[config.mk]
export PLATFORM = sky130hd
export DESIGN_NAME = mem_arbiter
export DESIGN_NICKNAME = d
export VERILOG_FILES = /design/src/rtl/mem_arbiter.sv
export SDC_FILE = /design/constraint.sdc
export NUM_CORES = 1
export LEC_CHECK = 0
export ABC_AREA = 1
export BUFFER_PORTS_ARGS = -buffer_cell sky130_fd_sc_hd__buf_4
export CAP_MARGIN = 5
export CORE_MARGIN = 5
export CORE_UTILIZATION = 47
export DETAILED_ROUTE_END_ITERATION = 10
export GPL_TIMING_DRIVEN = 1
export MAX_ROUTING_LAYER = met4
export PLACE_DENSITY = 0.84
export REMOVE_ABC_BUFFERS = 1
export SLEW_MARGIN = 0
export SYNTH_ARGS = -nofsm -noshare
export SYNTH_HDL_FRONTEND = slang
export SYNTH_SLANG_ARGS = --single-unit
[constraint.sdc]
create_clock -name clk -period 1.8 [get_ports clk]
set_input_delay 0.09 -clock clk [delete_from_list [all_inputs] [get_ports clk]]
set_output_delay 0.09 -clock clk [all_outputs]
set_load 0.02 [all_outputs]
[src/rtl/mem_arbiter.sv]
// Shares one single-ported memory between fetch and data requesters, data first.
// Access: mem_en one cycle after grant; ready MEM_LAT+1 cycles later; stall_pipe holds the pipeline while unserved.
module mem_arbiter #(
    parameter int ADDR_W  = 16,
    parameter int DATA_W  = 16,
    parameter int MEM_LAT = 4
) (
    input  logic              clk,
    input  logic              rst,
    input  logic              if_req,
    input  logic [ADDR_W-1:0] if_addr,
    output logic [DATA_W-1:0] if_rdata,
    output logic              if_ready,
    input  logic              d_req,
    input  logic              d_we,
    input  logic [ADDR_W-1:0] d_addr,
    input  logic [DATA_W-1:0] d_wdata,
    output logic [DATA_W-1:0] d_rdata,
    output logic              d_ready,
    output logic              mem_en,
    output logic              mem_we,
    output logic [ADDR_W-1:0] mem_addr,
    output logic [DATA_W-1:0] mem_wdata,
    input  logic [DATA_W-1:0] mem_rdata,
    output logic              stall_pipe
);

    localparam int CNT_W = 4;

    typedef enum logic [1:0] {IDLE, ISSUE, WAIT} state_t;

    state_t             state;
    logic [CNT_W-1:0]   cnt;
    logic               owner_d;
    logic               i_done;
    logic               d_done;
    logic               pending_i;
    logic               pending_d;

    assign pending_i  = if_req & ~i_done;
    assign pending_d  = d_req & ~d_done;
    assign stall_pipe = pending_i | pending_d;
    assign if_ready   = i_done;
    assign d_ready    = d_done;

    always_ff @(posedge clk) begin
        if (rst) begin
            state     <= IDLE;
            cnt       <= '0;
            owner_d   <= 1'b0;
            i_done    <= 1'b0;
            d_done    <= 1'b0;
            if_rdata  <= '0;
            d_rdata   <= '0;
            mem_en    <= 1'b0;
            mem_we    <= 1'b0;
            mem_addr  <= '0;
            mem_wdata <= '0;
        end else begin
            // A pipeline advance releases both requesters; a completion below overrides this.
            if (!stall_pipe) begin
                i_done <= 1'b0;
                d_done <= 1'b0;
            end
            case (state)
                IDLE: begin
                    if (stall_pipe) begin
                        owner_d   <= pending_d;
                        mem_addr  <= pending_d ? d_addr : if_addr;
                        mem_we    <= pending_d & d_we;
                        mem_wdata <= d_wdata;
                        mem_en    <= 1'b1;
                        state     <= ISSUE;
                    end
                end
                ISSUE: begin
                    mem_en <= 1'b0;
                    cnt    <= CNT_W'(MEM_LAT - 1);
                    state  <= WAIT;
                end
                WAIT: begin
                    if (cnt == '0) begin
                        state <= IDLE;
                        if (owner_d) begin
                            d_done <= 1'b1;
                            if (!mem_we) d_rdata <= mem_rdata;
                        end else begin
                            i_done   <= 1'b1;
                            if_rdata <= mem_rdata;
                        end
                    end else begin
                        cnt <= cnt - CNT_W'(1);
                    end
                end
                default: state <= IDLE;
            endcase
        end
    end

endmodule
==> flow_metrics.env, run 1 <==
export IMPL_power_internal_mw=2.854
export IMPL_fin_ws_ps=208.2
export IMPL_first_pass_iters=5
export IMPL_gp_routability_congestion=0.8239
export IMPL_grt_pass1_wl_mm=13.77
export IMPL_coreArea_um2=6422
export IMPL_hold_viol_final=0
export IMPL_slew_headroom_pct=66.67
export IMPL_p_switching_mw=1.246
export IMPL_numCtsBuffers=9
export IMPL_p_leak_nw=2.028
export IMPL_r2r_slack_ps=210
export IMPL_antenna_found_initial=0
export IMPL_slew_viol_final=0
export IMPL_fillers=539
export IMPL_cts_tree="built"
export IMPL_finalCriticalPeriod_ps=1592
export IMPL_synthCells=398
export IMPL_wirelength_mm=8.551
export IMPL_min_to="d_rdata[14]$_SDFFE_PP0P_"
export IMPL_grt_pass1_vias=2904
export IMPL_vias_per_cell=5.039
export IMPL_r2r_end="if_rdata[7]$_SDFFE_PP0P_"
export IMPL_critPathCaptureType="register"
export IMPL_syn_avg_cell_area_um2=7.869
export IMPL_cts_hold_buffers=3
export IMPL_clock_sinks=75
export IMPL_maxCapViolCount=0
export IMPL_cpPeakStageDelay_ps=320
export IMPL_switching_share_pct=30.39
export IMPL_worst_pin_slew_ps=498.2
export IMPL_hpwlAfterDp_mm=6.324
export IMPL_mostFrequentLayoutCells="buf_4, dfxtp_1, nand2_1"
export IMPL_pin_count=138
export IMPL_drive_above_1_share_pct=37.50
export IMPL_overflow=0
export IMPL_die_area_um2=8396
export IMPL_tns_ps=0
export IMPL_cp_max_fo=18
export IMPL_avgRoutedWirePerCell_um=13.95
export IMPL_setup_viol=0
export IMPL_crit_type="reg -> reg"
export IMPL_finClkSkew_ps=10.01
export IMPL_post_route_drc_count=0
export IMPL_reg2regPathDepth=8
export IMPL_critPathLaunchType="register"
export IMPL_required_ps=2070
export IMPL_final_nets=602
export IMPL_p_clk_share_pct=29.7
export IMPL_die_y_um=91.63
export IMPL_root_buffer="clkbuf_8"
export IMPL_start_util_pct=48.76
export IMPL_die_w_um=91.63
export IMPL_cts_setup_buffers=0
export IMPL_cts_reportedPaths_clkPinSlew_ps=70
export IMPL_irDropWorstVdd_mv=0.5216
export IMPL_pre_cts_slack_ps=240.2
export IMPL_rsz0062_at_grt="false"
export IMPL_netlist_area_um2=3132
export IMPL_timing_hold_ws_ps=9.504
export IMPL_yosysWarnings=0
export IMPL_vias=3089
export IMPL_cts_buffer_depth=2
export IMPL_worst_hold_path_type="in -> reg"
export IMPL_final_common_cell="buf_4"
export IMPL_synth_cell_types=26
export IMPL_n_antenna_cell=0
export IMPL_pwr_share_seq_pct=46.0
export IMPL_cts_max_level=3
export IMPL_syn_to_final_growth_pct=39.39
export IMPL_p_per_area_nw_per_um2=939.3
export IMPL_ant_nets=0
export IMPL_std_cell_rows=29
export IMPL_hold_start="mem_rdata[14]"
export IMPL_crit_arrival_ps=1860
export IMPL_ys_ff_latch=75
export IMPL_cts_repair_resized=0
export IMPL_finalCritPeriodShare_pct=88.43
export IMPL_slowest_stage="dfxtp_1"
export IMPL_ys_seq_area_share_pct=47.94
export IMPL_clock_fmax_ghz=0.6282
export IMPL_insertion_delay_ps=340
export IMPL_io_buffers=137
export IMPL_outcome="completed"
export IMPL_combPwrFrac_pct=24.4
export IMPL_grt_start_max_net_pins=42
export IMPL_drtIter0Drc=109
export IMPL_hold_depth=3
export IMPL_r2r_start="cnt[0]$_SDFFE_PP0P_"
export IMPL_path_cells="inv_1 -> ha_1 -> nand2_1 -> nor2_4 -> nand3_4 -> inv_4 -> nor2_1 -> nor2_1"
export IMPL_grt_total_usage_pct=20.72
export IMPL_cpMostUsedCell="nor2_1"
[routing by layer]
layer  wire length (um)  track usage [%]  part of all wire, %  vias up
met5                  0                -                    0        -
met2               3998            32.01                   47      138
met3                865            5.810                   10        7
met4                 87            6.784                  1.0        0
met1               3600            26.21                   42     1389
li1                   -                -                    -     1555
[state kept, by name, summed over array words and instances (netlist names)]
name and flops:
d_rdata 16, owner_d 1, cnt 4, state 2, mem_addr 16, if_ready 1, mem_wdata 16, d_ready 1
mem_en 1, mem_we 1, if_rdata 16
[how the worst max path moves through the flow]
| stage | start | to | cells past startpoint |
|---|---|---|---|
| 4_1_cts | d_ready$_SDFF_PP0_ | stall_pipe | 5 |
| 3_3_place_gp | cnt[0]$_SDFFE_PP0P_ | if_rdata[7]$_SDFFE_PP0P_ | 8 |
| 2_1_floorplan | if_ready$_SDFF_PP0_ | mem_addr[0]$_SDFFE_PP0P_ | 4 |
| 6_report | cnt[0]$_SDFFE_PP0P_ | if_rdata[7]$_SDFFE_PP0P_ | 8 |
| 5_1_grt | cnt[0]$_SDFFE_PP0P_ | if_rdata[15]$_SDFFE_PP0P_ | 8 |
| 3_5_place_dp | cnt[0]$_SDFFE_PP0P_ | if_rdata[7]$_SDFFE_PP0P_ | 8 |
[Yosys cell counts (all sizes together)]
cell type  number  share of area [%]
o21ai          37                6.0
o21bai         16                5.0
buf            16                3.9
ha              1               0.40
nor3            2               0.32
nand3          22                4.3
inv            15                2.0
nand4           1               0.20
clkbuf          7               0.84
nand2          76                9.3
dfxtp          75                 48
nor2           90                 13
a21oi          40                6.4
[power by group through the flow]
stage | Combinational (mW) | Sequential (mW) | Clock, mW
2_1_floorplan | 0.406 | 2.06 | 0
3_3_place_gp | 0.977 | 1.91 | 0
3_5_place_dp | 1.00 | 1.92 | 0
4_1_cts | 1.01 | 1.88 | 1.25
5_1_grt | 1.09 | 1.90 | 1.33
6_report | 0.999 | 1.89 | 1.22
[area by class of cell]
cell class	count	area, um2	area share, %
Inverter	15	61.31	1.404
Sequential cell	75	1501	34.39
Multi-Input combinational cell	285	1420	32.53
Tap cell	77	96.34	2.207
Clock buffer	10	127.6	2.923
Timing Repair Buffer	146	1104	25.28
Clock inverter	5	55.05	1.261
[critical path, delay by kind of cell, from the launching register on]
kind          cells  cell delay, ps
fa+ha+maj         1             210
buf+inv           2             330
flops             1             320
simple gates      5             670
[cells by family after synthesis]
family	Yosys count	synth area share, %
AND/OR/NAND/NOR	191	27.49
flip-flops	75	47.94
buffers and inverters	38	6.712
adder cells (fa/ha/maj)	1	0.3995
AO/OA/AOI/OAI	93	17.46
[per-stage QoR]
| step | utilization (%) | std cells | power, mW | cell area [um2] |
|---|---|---|---|---|
| after floorplan | - | 375 | 2.463 | 2983 |
| after global placement | 64.66 | 595 | 2.891 | 4153 |
| after detailed placement | 64.66 | 595 | 2.920 | 4153 |
| after CTS | 67.97 | 613 | 4.137 | 4365 |
| after global routing | 67.97 | 613 | 4.326 | 4365 |
| final | 67.97 | 613 | 4.100 | 4365 |
Power figures use the tool's default switching activity.
==> run 2: changes to the inputs <==
Settings changed: CORE_ASPECT_RATIO set to 0.6, CTS_BUF_LIST set to sky130_fd_sc_hd__clkbuf_8 sky130_fd_sc_hd__clkbuf_16.
==> flow_metrics.env, run 2 (synthesis gave the netlist of run 1 again) <==
export IMPL_hold_depth=3
export IMPL_dr_wl_met3_um=658
export IMPL_wl_met2_mm=4.302
export IMPL_irDropWorstVdd_mv=0.5019
export IMPL_utilization_pct=69.11
export IMPL_insertion_delay_ps=340
export IMPL_worst_hold_path_type="in -> reg"
export IMPL_finClkSkew_ps=13.02
export IMPL_crit_type="reg -> reg"
export IMPL_grt_start_max_net_pins=36
export IMPL_slew_headroom_pct=77.39
export IMPL_crit_arrival_ps=1890
export IMPL_finalCritPeriodShare_pct=89.97
export IMPL_fillers=536
export IMPL_timing_hold_ws_ps=10.52
export IMPL_avgRoutedWirePerCell_um=14.19
export IMPL_grt_pass1_wl_mm=14.11
export IMPL_final_cells=633
export IMPL_finalCriticalPeriod_ps=1619
export IMPL_maxCapViolCount=0
export IMPL_total_power_mw=4.416
export IMPL_final_nets=612
export IMPL_ant_nets=0
export IMPL_gp_routability_congestion=0.7863
export IMPL_clock_fmax_ghz=0.6175
export IMPL_start_util_pct=47.73
export IMPL_vias=3155
export IMPL_routedLengthMet1_mm=3.948
export IMPL_p_leak_nw=2.106
export IMPL_drtIter0Drc=127
export IMPL_fin_ws_ps=180.6
export IMPL_grt_total_usage_pct=21.47
export IMPL_critPathCaptureType="register"
export IMPL_rsz0062_at_grt="false"
export IMPL_final_area_um2=4534
export IMPL_highest_layer="met4"
export IMPL_overflow=0
export IMPL_worst_pin_slew_ps=338.6
export IMPL_numCtsBuffers=9
export IMPL_syn_to_final_growth_pct=44.79
export IMPL_root_buffer="clkbuf_8"
export IMPL_cts_setup_buffers=0
export IMPL_die_area_um2=8449
export IMPL_cts_tree="built"
export IMPL_vias_per_cell=4.984
export IMPL_clock_sinks=75
export IMPL_die_w_um=115.4
export IMPL_antenna_found_initial=0
export IMPL_grt_pass1_vias=3013
export IMPL_cp_max_fo=18
export IMPL_reg2regPathDepth=8
export IMPL_first_pass_iters=4
export IMPL_placed_cell_area_um2=4208
export IMPL_final_common_cell="buf_4"
export IMPL_hold_viol_final=0
export IMPL_outcome="completed"
export IMPL_setup_viol=0
export IMPL_pre_cts_slack_ps=180.3
export IMPL_drive_above_1_share_pct=37.73
export IMPL_io_buffers=137
export IMPL_n_antenna_cell=0
export IMPL_coreArea_um2=6561
export IMPL_cts_max_level=3
export IMPL_mostFrequentLayoutCells="buf_4, dfxtp_1, nand2_1"
export IMPL_dp_cells=609
export IMPL_post_route_drc_count=0
export IMPL_critPathLaunchType="register"
export IMPL_cts_reportedPaths_clkPinSlew_ps=70
export IMPL_wirelength_mm=8.985
export IMPL_required_ps=2080
export IMPL_pin_count=138
export IMPL_std_cell_rows=23
export IMPL_die_y_um=73.23
export IMPL_cts_buffer_depth=2
export IMPL_tns_ps=0
export IMPL_slew_viol_final=0
export IMPL_hpwlAfterDp_mm=6.393
export IMPL_p_per_area_nw_per_um2=974.0
==> run 2: changes by cell type in the layout (fill, tap and decap cells not counted), sizes merged <==
cell,previous run,this run
dlygate4sd3,3,9
clkinv,2,0
clkinvlp,2,0
clkbuf,10,12
buf,143,147
inv,15,16
bufinv,1,2
==> run 2: critical path, cell delays in order (launching register included) <==
cell and delay [ps]:
dfxtp_1 320, inv_1 90, ha_1 200, nand2_1 110
nor2_4 160, nand3_4 260, inv_6 230, nor2_1 80
nor2_1 110
==> run 2: path summary, 6_finish.rpt <==
path	start	to	slack (ps)
max	cnt[0]$_SDFFE_PP0P_	if_rdata[2]$_SDFFE_PP0P_	180
max reg2reg	cnt[0]$_SDFFE_PP0P_	if_rdata[2]$_SDFFE_PP0P_	180
min reg2reg	mem_wdata[2]$_SDFFE_PP0P_	mem_wdata[2]$_SDFFE_PP0P_	470
min	mem_rdata[4]	if_rdata[4]$_SDFFE_PP0P_	10
==> run 2: where the power goes <==
part	internal (mW)	switching (mW)	total, mW
combinational	0.456	0.580	1.04
sequential	1.80	0.0886	1.89
clock	0.892	0.602	1.49
total	3.15	1.27	4.42
==> run 2: area by class of cell <==
cell class / count / area [um2] / area share (%)
Inverter: 15 / 63.81 / 1.407
Timing Repair Buffer: 156 / 1206 / 26.60
Clock inverter: 3 / 68.82 / 1.518
Sequential cell: 75 / 1501 / 33.11
Multi-Input combinational cell: 285 / 1420 / 31.32
Clock buffer: 12 / 165.2 / 3.642
Tap cell: 87 / 108.9 / 2.401
==> run 2: per-layer routing <==
layer	GRT usage (%)	vias up
li1	-	1580
met1	26.48	1457
met2	34.23	107
met3	6.877	11
met4	5.729	0
met5	-	-
==> run 2: repair_timing <==
action / CTS / global route
endpoints found under the hold margin: 14 / 1
resized for setup: 0 / 1
hold buffers: 8 / 1
endpoints found under the setup margin: 0 / 3
